### src/rtl/muldiv4_seq_divider.sv
// muldiv4_seq_divider: sequential restoring divider producing one quotient bit per clock.
// Optional signed mode (truncating toward zero) is built when MULDIV4_SIGNED_DIV_EN is defined.
module muldiv4_seq_divider #(
    parameter int WIDTH = 4
) (
    input  logic             clk,
    input  logic             rst_n,
    input  logic             start,
    input  logic [WIDTH-1:0] dividend,
    input  logic [WIDTH-1:0] divisor,
    input  logic             is_signed,
    output logic             busy,
    output logic             done,
    output logic [WIDTH-1:0] quotient,
    output logic [WIDTH-1:0] remainder,
    output logic             div_by_zero
);

    localparam int CNT_W = $clog2(WIDTH);

`ifdef MULDIV4_SIGNED_DIV_EN
    typedef enum logic [1:0] {S_IDLE = 2'd0, S_RUN = 2'd1, S_FIX = 2'd2, S_DONE = 2'd3} state_t;
`else
    typedef enum logic [1:0] {S_IDLE = 2'd0, S_RUN = 2'd1, S_DONE = 2'd3} state_t;
`endif

    state_t             state_q, state_d;
    logic [CNT_W-1:0]   cnt_q, cnt_d;
    logic [WIDTH-1:0]   rem_q, rem_d;
    logic [WIDTH-1:0]   quo_q, quo_d;
    logic [WIDTH-1:0]   dvs_q, dvs_d;
    logic [WIDTH-1:0]   quot_q, quot_d;
    logic [WIDTH-1:0]   remd_q, remd_d;
    logic               dbz_q, dbz_d;

    logic [WIDTH:0]        rem_sh;
    logic signed [WIDTH:0] trial;
    logic                  fit;
    logic [WIDTH-1:0]      rem_nx, quo_nx;
    logic [WIDTH-1:0]      dnd_mag, dvs_mag;

    // The partial remainder stays below the divisor, so the shifted value plus
    // a sign bit always fits in WIDTH+1 bits.
    assign rem_sh = {rem_q, quo_q[WIDTH-1]};
    assign trial  = $signed(rem_sh - {1'b0, dvs_q});
    assign fit    = ~trial[WIDTH];
    assign rem_nx = fit ? trial[WIDTH-1:0] : rem_sh[WIDTH-1:0];
    assign quo_nx = {quo_q[WIDTH-2:0], fit};

`ifdef MULDIV4_SIGNED_DIV_EN
    logic fix_q, fix_d;
    logic negq_q, negq_d;
    logic negr_q, negr_d;
    logic dnd_neg, dvs_neg;

    // Min-negative maps to itself, which is its correct unsigned magnitude.
    assign dnd_neg = is_signed & dividend[WIDTH-1];
    assign dvs_neg = is_signed & divisor[WIDTH-1];
    assign dnd_mag = dnd_neg ? -dividend : dividend;
    assign dvs_mag = dvs_neg ? -divisor : divisor;
`else
    logic unused_is_signed;

    assign unused_is_signed = is_signed;
    assign dnd_mag          = dividend;
    assign dvs_mag          = divisor;
`endif

    always_comb begin
        state_d = state_q;
        cnt_d   = cnt_q;
        rem_d   = rem_q;
        quo_d   = quo_q;
        dvs_d   = dvs_q;
        quot_d  = quot_q;
        remd_d  = remd_q;
        dbz_d   = dbz_q;
`ifdef MULDIV4_SIGNED_DIV_EN
        fix_d   = fix_q;
        negq_d  = negq_q;
        negr_d  = negr_q;
`endif
        case (state_q)
            S_IDLE, S_DONE: begin
                if (start) begin
                    dbz_d = 1'b0;
                    if (divisor == '0) begin
                        state_d = S_DONE;
                        quot_d  = '1;
                        remd_d  = dividend;
                        dbz_d   = 1'b1;
                    end else begin
                        state_d = S_RUN;
                        cnt_d   = CNT_W'(WIDTH - 1);
                        rem_d   = '0;
                        quo_d   = dnd_mag;
                        dvs_d   = dvs_mag;
`ifdef MULDIV4_SIGNED_DIV_EN
                        fix_d   = is_signed;
                        negq_d  = dnd_neg ^ dvs_neg;
                        negr_d  = dnd_neg;
`endif
                    end
                end
            end
            S_RUN: begin
                rem_d = rem_nx;
                quo_d = quo_nx;
                if (cnt_q == '0) begin
`ifdef MULDIV4_SIGNED_DIV_EN
                    if (fix_q) begin
                        state_d = S_FIX;
                    end else begin
                        state_d = S_DONE;
                        quot_d  = quo_nx;
                        remd_d  = rem_nx;
                    end
`else
                    state_d = S_DONE;
                    quot_d  = quo_nx;
                    remd_d  = rem_nx;
`endif
                end else begin
                    cnt_d = cnt_q - CNT_W'(1);
                end
            end
`ifdef MULDIV4_SIGNED_DIV_EN
            // Quotient takes the XOR of operand signs, remainder follows the dividend.
            S_FIX: begin
                state_d = S_DONE;
                quot_d  = negq_q ? -quo_q : quo_q;
                remd_d  = negr_q ? -rem_q : rem_q;
            end
`endif
            default: state_d = S_IDLE;
        endcase
    end

    always_ff @(posedge clk or negedge rst_n) begin
        if (!rst_n) begin
            state_q <= S_IDLE;
            cnt_q   <= '0;
            rem_q   <= '0;
            quo_q   <= '0;
            dvs_q   <= '0;
            quot_q  <= '0;
            remd_q  <= '0;
            dbz_q   <= 1'b0;
`ifdef MULDIV4_SIGNED_DIV_EN
            fix_q   <= 1'b0;
            negq_q  <= 1'b0;
            negr_q  <= 1'b0;
`endif
        end else begin
            state_q <= state_d;
            cnt_q   <= cnt_d;
            rem_q   <= rem_d;
            quo_q   <= quo_d;
            dvs_q   <= dvs_d;
            quot_q  <= quot_d;
            remd_q  <= remd_d;
            dbz_q   <= dbz_d;
`ifdef MULDIV4_SIGNED_DIV_EN
            fix_q   <= fix_d;
            negq_q  <= negq_d;
            negr_q  <= negr_d;
`endif
        end
    end

`ifdef MULDIV4_SIGNED_DIV_EN
    assign busy = (state_q == S_RUN) || (state_q == S_FIX);
`else
    assign busy = (state_q == S_RUN);
`endif
    assign done        = (state_q == S_DONE);
    assign quotient    = quot_q;
    assign remainder   = remd_q;
    assign div_by_zero = dbz_q;

endmodule
### config.mk
export PLATFORM = sky130hd
export DESIGN_NAME = muldiv4_seq_divider
export DESIGN_NICKNAME = d
export VERILOG_FILES = /design/src/rtl/muldiv4_seq_divider.sv
export SDC_FILE = /design/constraint.sdc
export NUM_CORES = 1
export LEC_CHECK = 0
export BUFFER_PORTS_ARGS = -buffer_cell sky130_fd_sc_hd__buf_2
export CAP_MARGIN = 0
export CORE_MARGIN = 2
export CORE_UTILIZATION = 40
export CTS_CLUSTER_DIAMETER = 120
export DETAILED_ROUTE_END_ITERATION = 8
export HOLD_SLACK_MARGIN = 0.05
export PLACE_DENSITY = 0.59
export SYNTH_ARGS = -nofsm -noshare
export SYNTH_HDL_FRONTEND = slang
export SYNTH_SLANG_ARGS = --single-unit
### constraint.sdc
create_clock -name clk -period 2.6 [get_ports clk]
set_input_delay 0.39 -clock clk [delete_from_list [all_inputs] [get_ports clk]]
set_output_delay 0.39 -clock clk [all_outputs]
set_load 0.005 [all_outputs]
* After elaboration in Yosys (flattened, before gate mapping)
Cells that the tools add are included.
** Storage, ports and cells
- Register bits :: 25
- Latch bits :: 0
- RAM bits :: 0
- ROM bits :: 0
- Input port bits :: 12
- Logic and storage cells :: 54
- Memories :: 0
** Cells by class
- Add/sub/neg operators :: 2
- Multiply operators :: 0
- Divide/modulo/power cells :: 0
- $lt $le $gt $ge :: 0
- Equality and inequality tests :: 7
- Shift operators :: 0
- Muxes and demuxes :: 24
- Bitwise operators :: 2
- Reductions and logical operators :: 11
** Operators by type and width (count)
- two-way mux 4 bit :: 11
- case mux 4 bit (2 select lines) :: 4
- two-way mux 2 bit :: 6
- != test 2 bit, second input constant :: 4
- case mux 2 bit (2 select lines) :: 2
- AND reduction 4 bit :: 2
- AND reduction 3 bit :: 2
- subtractor 5 x 4 -> 5 bit :: 1
- logical NOT 2 bit :: 2
- logical NOT 4 bit :: 1
- AND reduction 2 bit :: 2
- equality test 2 x 1 -> 1 bit, second input constant :: 1
- equality test 2 bit, second input constant :: 1
- != test 2 x 1 -> 1 bit, second input constant :: 1
- NOT 1 bit :: 2
- nonzero test 2 bit :: 1
- OR reduction 2 bit :: 1
- subtractor 2 x 1 -> 2 bit, second input constant :: 1
- two-way mux 1 bit :: 1

* Longest topological paths before layout
Gate-level depths: netlist of the first run.
- Word-level depth :: 4
- Depth in mapped cells :: 10
- Depth with buffers taken out :: 8

* Worst setup path before layout of the first run
No wires, ideal clock.
- Path type :: flip-flop to flip-flop
- From :: reg quo_q[3]
- To :: reg rem_q[0]
- Setup time :: 0.125 ns
- Data arrival time :: 2.040 ns
- Data required time :: 2.475 ns
- Setup slack :: 0.435 ns
- Stages on the path, launching flop included :: 9
- Path buffers :: 0
- Period minus slack after synthesis :: 2.165 ns
- Cell sequence :: dfrtp_1 -> inv_1 -> ha_1 -> fa_1 -> nand2b_1 -> o2bb2ai_2 -> and4b_1 -> a311o_1 -> mux2_4
** Between the ends
- Word-level cells in the longest chain between the ends :: 3
** Ends and longest elaborated chain
- start, declared :: RTL line 30 : logic [WIDTH-1:0] quo_q, quo_d;
- start signal, assigned :: RTL line 158 : quo_q <= quo_d;
- subtractor 5 x 4 -> 5 bit :: RTL line 45 : assign trial = $signed(rem_sh - {1'b0, dvs_q});
- two-way mux 4 bit * :: RTL line 47 : assign rem_nx = fit ? trial[WIDTH-1:0] : rem_sh[WIDTH-1:0];
- case mux 4 bit (2 select lines) * :: RTL line 83 : case (state_q)
- end signal, assigned :: RTL line 157 : rem_q <= rem_d;
- end, declared :: RTL line 29 : logic [WIDTH-1:0] rem_q, rem_d;
Mark *: on every way between the ends. The rest lies on a longest branch, timed or not.
A chain may end at the register's enable or synchronous reset.

* Worst setup path in the final report of the first run
Same ends and word-level chain as after synthesis.

==> results of run 1 <==
[report_power, final]
group	total, mW	internal, mW	switching [mW]
logic	1.17	0.540	0.626
registers	0.681	0.558	0.123
clock network	0.181	0.0576	0.123
[through the flow]
step	hold slack (ns)	utilization, %	cell area, sq um	setup slack [ns]	total power [mW]
2_1_floorplan	0.0944	-	1460	0.435	1.61
3_3_place_gp	0.414	46.6	1590	0.327	1.83
3_5_place_dp	0.430	46.6	1590	0.272	1.88
4_1_cts	0.0589	47.4	1620	0.247	2.05
5_1_grt	0.0854	47.4	1620	0.164	2.24
6_report	0.0371	47.4	1620	0.247	2.03
[state kept, by name (all words and copies together), names as in the netlist]
name and cells:
cnt_q 2, div_by_zero 1, dvs_q 4, quo_q 4, quotient 4, rem_q 4, remainder 4, state_q 2
[how the worst max path moves through the flow]
stage,endpoint,depth (start not counted)
6_report,rem_q[0],8
5_1_grt,rem_q[0],8
4_1_cts,rem_q[0],8
3_5_place_dp,rem_q[0],8
3_3_place_gp,rem_q[0],8
2_1_floorplan,rem_q[0],8
[logic make-up (layout without fill, tap and decap cells)]
group / after synthesis / in the layout / share of synthesized area, %
compound gates: 37 / 37 / 17.1
xor+xnor: 3 / 3 / 1.80
fa+ha+maj: 9 / 9 / 8.22
buf+inv: 24 / 43 / 7.36
flops: 25 / 25 / 42.8
mux: 6 / 6 / 4.45
simple gates: 50 / 50 / 18.2
[metal layers]
metal	up-vias	GRT usage (%)	wire [um]
li1	568	-	-
met1	521	19.2	1330
met2	20	25.0	1340
met3	4	2.08	94
met4	0	3.99	17
met5	-	0	0
[worst reg2reg max path, stage by stage, from the launching register on]
cell and delay [ns]:
dfrtp_1 0.42, inv_1 0.06, ha_1 0.22, fa_1 0.39, nand2b_1 0.17, o2bb2ai_2 0.20, and4b_1 0.22, a311o_1 0.30
mux2_4 0.27
[cell usage after synthesis (all sizes together)]
library cell,n
fa,1
xor2,1
a22o,3
inv,16
o21ai,10
a21oi,7
mux2,1
xnor2,2
ha,8
a31oi,7
buf,5
a221oi,1
a311o,1
o2bb2ai,1
nor4,1
a21boi,2
nor3,1
clkbuf,3
nor2b,2
nand3,5
o21a,1
mux2i,5
or2,1
a311oi,1
nor2,10
nand2,17
a41oi,1
o22a,2
or3b,1
dfrtp,25
and4b,3
and2,2
nand2b,6
or4,1
[layout make-up]
type / count / area [sq um]
fillers: 333 / 1800
multi-input cells: 105 / 728
repair buffers: 23 / 120
well taps: 46 / 57.6
clock buffers: 3 / 22.5
flip-flops and latches: 25 / 626
clock inverters: 1 / 5.00
inverters: 16 / 60.1
==> flow_summary.ini, run 1 <==
[layout]
finalNonFillerCells = 219
n_antenna_cell = 0
layout.nets = 195
layout_common_cells = 25 x dfrtp_1, 21 x buf_2, 16 x nand2_1, 15 x inv_1
final_common_cell = dfrtp_1
synthToLayoutAreaGrowth_pct = 10.8
drive_gt1_share_pct = 20.8

[timing]
fin_tns_setup_ns = 0
post-route-period-util_pct = 90.5
finClkSkew_ns = 0.00874
max_freq_ghz = 0.425
slew-limit-headroom_pct = 61.7
rsz0062_at_grt = no
fin_crit_ns = 2.35
slew_viol_final = 0
setup_violations = 0
hold_viol = 0
tightest_slew_ns = 0.574

[placement]
portBuffers = 21
gp_congestion = 0.805
dp_hpwl_um = 2140
placed_cells = 215

[setup_path]
critical-path-max-stage-delay_ns = 0.42
path_buf_inv = 1
end_kind = register
crit_path_start_kind = register
cp-startpoint = quo_q[3]
critPathSlowestCell = dfrtp_1
worstRegToRegCells = 8
crit_required_ns = 2.82
timing.rr.end = rem_q[0]
crit_family = adder cells
path_class = reg2reg
cp_data_arrival_time_ns = 2.57
critPathMaxFanout = 10
cp_cell_sequence = inv_1 > ha_1 > fa_1 > nand2b_1 > o2bb2ai_2 > and4b_1 > a311o_1 > mux2_4
rrSetupSlack_ns = 0.25
r2r_start = quo_q[3]

[route]
drt.antenna.violating_nets = 0
vias_per_cell = 5.08
drt_iter0_drc = 57
routed_wl_um = 2780
wl_per_cell_um = 12.7
firstDrtPassIters = 4
drc = 0
dr_total_vias = 1113

[die]
die_w_um = 64.4
io_pins = 23
start_util_pct = 42.8
core_area_sq_um = 3420
die-area_sq_um = 4150
die_y_um = 64.4
std_cell_rows = 21

[global_route]
grt_max_degree = 26
globalRouteOverflowTotal = 0
antenna_found_initial = 0
grt_use_total_pct = 14.6
grt_first_pass_wirelength_um = 4810
grt_pass1_vias = 1088

[synthesis]
avgSynthCellArea_sq_um = 9.49
yosysTopAreaCell = dfrtp_1
synthTopCellsByArea = dfrtp_1 43%, ha_1 6.8%, nand2_1 4.1%
synth_top_area_share_pct = 42.8
ys_types = 40
ys_warn_count = 0
seq_area_frac_synth_pct = 42.8
netlist_area_sq_um = 1460
syn_nets = 175
synth.ff_latch_count = 25
netlist_instances = 154

[clocking]
ctsResizeCount = 0
clock_latency_ns = 0.32
htreeDepth = 1
cts_tree = built
cts_num_sinks = 25
root_buffer = clkbuf_4
ctsLongestPathBuffers = 2
clk_pin_slew_worst_paths_ns = 0.15
postCtsSetupBuffers = 0
cts_hold_buf = 0
cts_made_buffers = 3

[power]
total_leakage_power_nw = 0.771
power.density_nw_per_um2 = 1250
ir_drop_uv = 414

[hold_path]
hold_path.class = in2async

[run]
maxCapViolCount = 0

[outcome]
status = complete, no violations
(Power assumes the default switching activity.)
==> inputs of run 2 (changes only) <==
CORE_MARGIN = 5   (was 2)
CORE_UTILIZATION = 50   (was 40)
PLACE_DENSITY = 0.71   (was 0.59)
==> run 2 against run 1 <==
  * Cell count shrank 6.8%
  * Worst setup slack better by 0.036 ns
  * Sequential share of layout area up 0.48 points
  * Clock-buffer cell count increased by 1
  * Final area down 1.2%
  * Total power rose by 0.42%
  * Critical path type unchanged
==> flow_summary.ini, run 2 (synthesized netlist as in run 1, its figures left out) <==
[setup_path]
path_class = reg2reg
crit_cells = 8
worstRegToRegCells = 8
critPathMaxFanout = 10
rrSetupSlack_ns = 0.28
critPathSlowestCell = dfrtp_1
crit_required_ns = 2.81
cp_cell_sequence = inv_1 > ha_1 > fa_1 > nand2b_1 > o2bb2ai_2 > and4b_1 > a311o_1 > mux2_4
end_kind = register
crit_family = adder cells
cp_data_arrival_time_ns = 2.53
r2r_start = quo_q[3]
cp-startpoint = quo_q[3]
crit_path_start_kind = register
path_buf_inv = 1
critical-path-max-stage-delay_ns = 0.41

[timing]
fin_tns_setup_ns = 0
rsz0062_at_grt = no
fin_crit_ns = 2.32
holdWs_ns = 0.0424
hold_viol = 0
slew-limit-headroom_pct = 62.8
finClkSkew_ns = 0.00483
tightest_slew_ns = 0.558
max_freq_ghz = 0.432
slew_viol_final = 0
setup_violations = 0
post-route-period-util_pct = 89.1

[die]
die_y_um = 64.1
std_cell_rows = 19
start_util_pct = 52.5
io_pins = 23
die_w_um = 64.1
core_area_sq_um = 2780
die-area_sq_um = 4100

[clocking]
ctsResizeCount = 0
cts_made_buffers = 3
cts_hold_buf = 0
cts_tree = built
htreeDepth = 1
root_buffer = clkbuf_4
clock_latency_ns = 0.31
clk_pin_slew_worst_paths_ns = 0.13
cts_num_sinks = 25
postCtsSetupBuffers = 0
ctsLongestPathBuffers = 2

[global_route]
grt_use_total_pct = 15.6
globalRouteOverflowTotal = 0
grt_pass1_vias = 1171
grt_first_pass_wirelength_um = 5220
grt_max_degree = 26
antenna_found_initial = 0

[layout]
n_antenna_cell = 0
drive_gt1_share_pct = 20.2
synthToLayoutAreaGrowth_pct = 9.42
finalNonFillerCells = 204
layout.nets = 195
layout_common_cells = 25 x dfrtp_1, 21 x buf_2, 16 x nand2_1, 15 x inv_1
n_fill_cell = 243
final_common_cell = dfrtp_1
multi_input_area_sq_um = 728
final-seq-area_sq_um = 626

[route]
drt_iter0_drc = 49
routed_wl_um = 2770
firstDrtPassIters = 4
dr_total_vias = 1123
drt.antenna.violating_nets = 0
wl_per_cell_um = 13.6
vias_per_cell = 5.50
drc = 0

[power]
power.density_nw_per_um2 = 1270
ir_drop_uv = 919
total_leakage_power_nw = 0.768

[placement]
placed_cells = 200
portBuffers = 21
gp_congestion = 0.837
dp_hpwl_um = 2130

[hold_path]
hold_path.class = in2async

[run]
maxCapViolCount = 0

[outcome]
status = complete, no violations
[run 2: worst paths after layout]
kind / endpoint
setup / recovery: rem_q[0]
hold / removal: rem_q[2]
setup reg to reg: rem_q[0]
hold reg to reg: dvs_q[2]
max in group asynchronous: state_q[1]
min in group clk: dvs_q[2]
[run 2: layer usage]
metal | vias to the layer above | GRT usage (%) | share of wire [%]
li1 | 573 | - | -
met1 | 523 | 19.9 | 47
met2 | 23 | 25.8 | 47
met3 | 4 | 4.03 | 4.4
met4 | 0 | 4.94 | 1.1
met5 | - | 0 | 0
[run 2: layout make-up]
| class | instances | area share, % |
|---|---|---|
| tap | 31 | 2.43 |
| clock buffer | 4 | 1.64 |
| inverter | 16 | 3.76 |
| sequential | 25 | 39.1 |
| multi-input combinational | 105 | 45.5 |
| timing repair buffer | 23 | 7.51 |
[run 2: where the power goes]
group / total [mW] / internal [mW] / switching [mW]
clock network: 0.171 / 0.0599 / 0.111
logic: 1.18 / 0.540 / 0.643
registers: 0.683 / 0.558 / 0.124
[run 2: per-stage QoR]
stage / power [mW] / setup slack, ns / utilization, % / cell area [sq um]
floorplan: 1.61 / 0.435 / - / 1460
global route: 2.26 / 0.160 / 57.5 / 1600
finish: 2.04 / 0.283 / 57.5 / 1600
CTS: 2.05 / 0.268 / 57.5 / 1600
global placement: 1.82 / 0.330 / 56.5 / 1570
detailed placement: 1.88 / 0.287 / 56.5 / 1570
==> inputs of run 3 (changes only) <==
CORE_ASPECT_RATIO = 1.25   (was unset)
==> run 3 against run 2 <==
  * Via count rose by 1.8%
  * Combinational power hardly changed
  * Final area increased by 0.47%
  * First-iteration DRC count fell by 61%
  * Cell count rose by 2.5%
==> flow_summary.ini, run 3 (synthesized netlist as in run 1, its figures left out) <==
[hold_path]
hold_path.class = in2async

[timing]
slew-limit-headroom_pct = 62.7
slew_viol_final = 0
rsz0062_at_grt = no
fin_crit_ns = 2.35
holdWs_ns = 0.0366
hold_viol = 0
finClkSkew_ns = 0.00276
post-route-period-util_pct = 90.2
tightest_slew_ns = 0.560
setup_violations = 0
max_freq_ghz = 0.426
fin_tns_setup_ns = 0

[die]
die_y_um = 70.4
std_cell_rows = 22
die-area_sq_um = 4110
core_area_sq_um = 2860
die_w_um = 58.4
io_pins = 23
start_util_pct = 51.0

[layout]
layout_common_cells = 25 x dfrtp_1, 21 x buf_2, 16 x nand2_1, 15 x inv_1
drive_gt1_share_pct = 20.8
finalNonFillerCells = 209
finish.utilization_pct = 56.1
n_fill_cell = 283
final_common_cell = dfrtp_1
layout.nets = 195
synthToLayoutAreaGrowth_pct = 9.93
n_antenna_cell = 0

[global_route]
antenna_found_initial = 0
grt_use_total_pct = 15.1
globalRouteOverflowTotal = 0
grt_first_pass_wirelength_um = 5060
grt_pass1_vias = 1128
grt_max_degree = 26

[setup_path]
cp_data_arrival_time_ns = 2.57
cp-startpoint = quo_q[3]
end_kind = register
r2r_start = quo_q[3]
critPathMaxFanout = 10
crit_path_start_kind = register
path_class = reg2reg
crit_required_ns = 2.82

[clocking]
root_buffer = clkbuf_4
postCtsSetupBuffers = 0
cts_hold_buf = 0
ctsLongestPathBuffers = 2
cts_tree = built
htreeDepth = 1
clk_pin_slew_worst_paths_ns = 0.15
clock_latency_ns = 0.32
cts_num_sinks = 25
cts_made_buffers = 3
ctsResizeCount = 0

[power]
seqPwrFrac_pct = 33.4
total_leakage_power_nw = 0.771
power.internal_mw = 1.16
power.density_nw_per_um2 = 1270
swShare_pct = 43.2
power_switching_mw = 0.879
ir_drop_uv = 682
p_clk_share_pct = 8.8
comb_power_share_pct = 57.7

[route]
drt_iter0_drc = 19
wl_per_cell_um = 13.5
drt.antenna.violating_nets = 0
routed_wl_um = 2830
dr_total_vias = 1143
firstDrtPassIters = 4
vias_per_cell = 5.47
drc = 0

[placement]
placed_cells = 205
gp_congestion = 0.798
dp_hpwl_um = 2200
portBuffers = 21

[outcome]
status = complete, no violations

[run]
maxCapViolCount = 0
[run 3: cell count changes in the layout (fill, tap and decap cells not counted)]
cell      before  now
clkbuf_1       1    0
clkinv_2       0    1
[run 3: power groups by stage]
| stage | sequential, mW | clock, mW | combinational [mW] |
|---|---|---|---|
| after floorplan | 0.660 | 0 | 0.952 |
| after detailed placement | 0.695 | 0 | 1.18 |
| after CTS | 0.685 | 0.181 | 1.19 |
| after global placement | 0.683 | 0 | 1.13 |
| final | 0.681 | 0.180 | 1.18 |
| after global routing | 0.710 | 0.205 | 1.34 |
[run 3: final timing paths]
path | endpoint | cells after the start | slack [ns]
hold reg to reg | dvs_q[2] | 2 | 0.50
hold / removal | quotient[1] | 1 | 0.04
min in group clk | dvs_q[2] | 3 | 0.28
setup / recovery | rem_q[0] | 8 | 0.25
setup reg to reg | rem_q[0] | 8 | 0.25
max in group asynchronous | quo_q[3] | 1 | 2.20
[run 3: per-stage QoR]
step / area, sq um / setup WS (ns) / total power, mW
finish: 1610 / 0.254 / 2.04
global route: 1610 / 0.121 / 2.26
CTS: 1610 / 0.241 / 2.06
detailed placement: 1580 / 0.261 / 1.88
global placement: 1580 / 0.333 / 1.82
floorplan: 1460 / 0.435 / 1.61
[run 3: routing by layer]
| metal | part of all wire, % | GRT usage, % | up-vias | routed length (um) |
|---|---|---|---|---|
| li1 | - | - | 570 | - |
| met1 | 42 | 19.2 | 544 | 1200 |
| met2 | 52 | 26.7 | 25 | 1470 |
| met3 | 4.8 | 1.66 | 4 | 135 |
| met4 | 0.92 | 3.61 | 0 | 26 |
| met5 | 0 | 0 | - | 0 |
[run 3: worst max-delay path, cell delays in order (launching register included)]
cell and delay (ns):
dfrtp_1 0.41, inv_1 0.06, ha_1 0.23, fa_1 0.41, nand2b_1 0.18, o2bb2ai_2 0.20
and4b_1 0.21, a311o_1 0.31, mux2_4 0.26
[run 3: final cells by class]
cell class | count | area (sq um) | area share [%]
multi-input cells | 105 | 728 | 45.3
repair buffers | 23 | 120 | 7.48
clock inverters | 1 | 5.00 | 0.312
clock buffers | 3 | 22.5 | 1.40
flip-flops and latches | 25 | 626 | 38.9
inverters | 16 | 60.1 | 3.74
well taps | 36 | 45.0 | 2.80
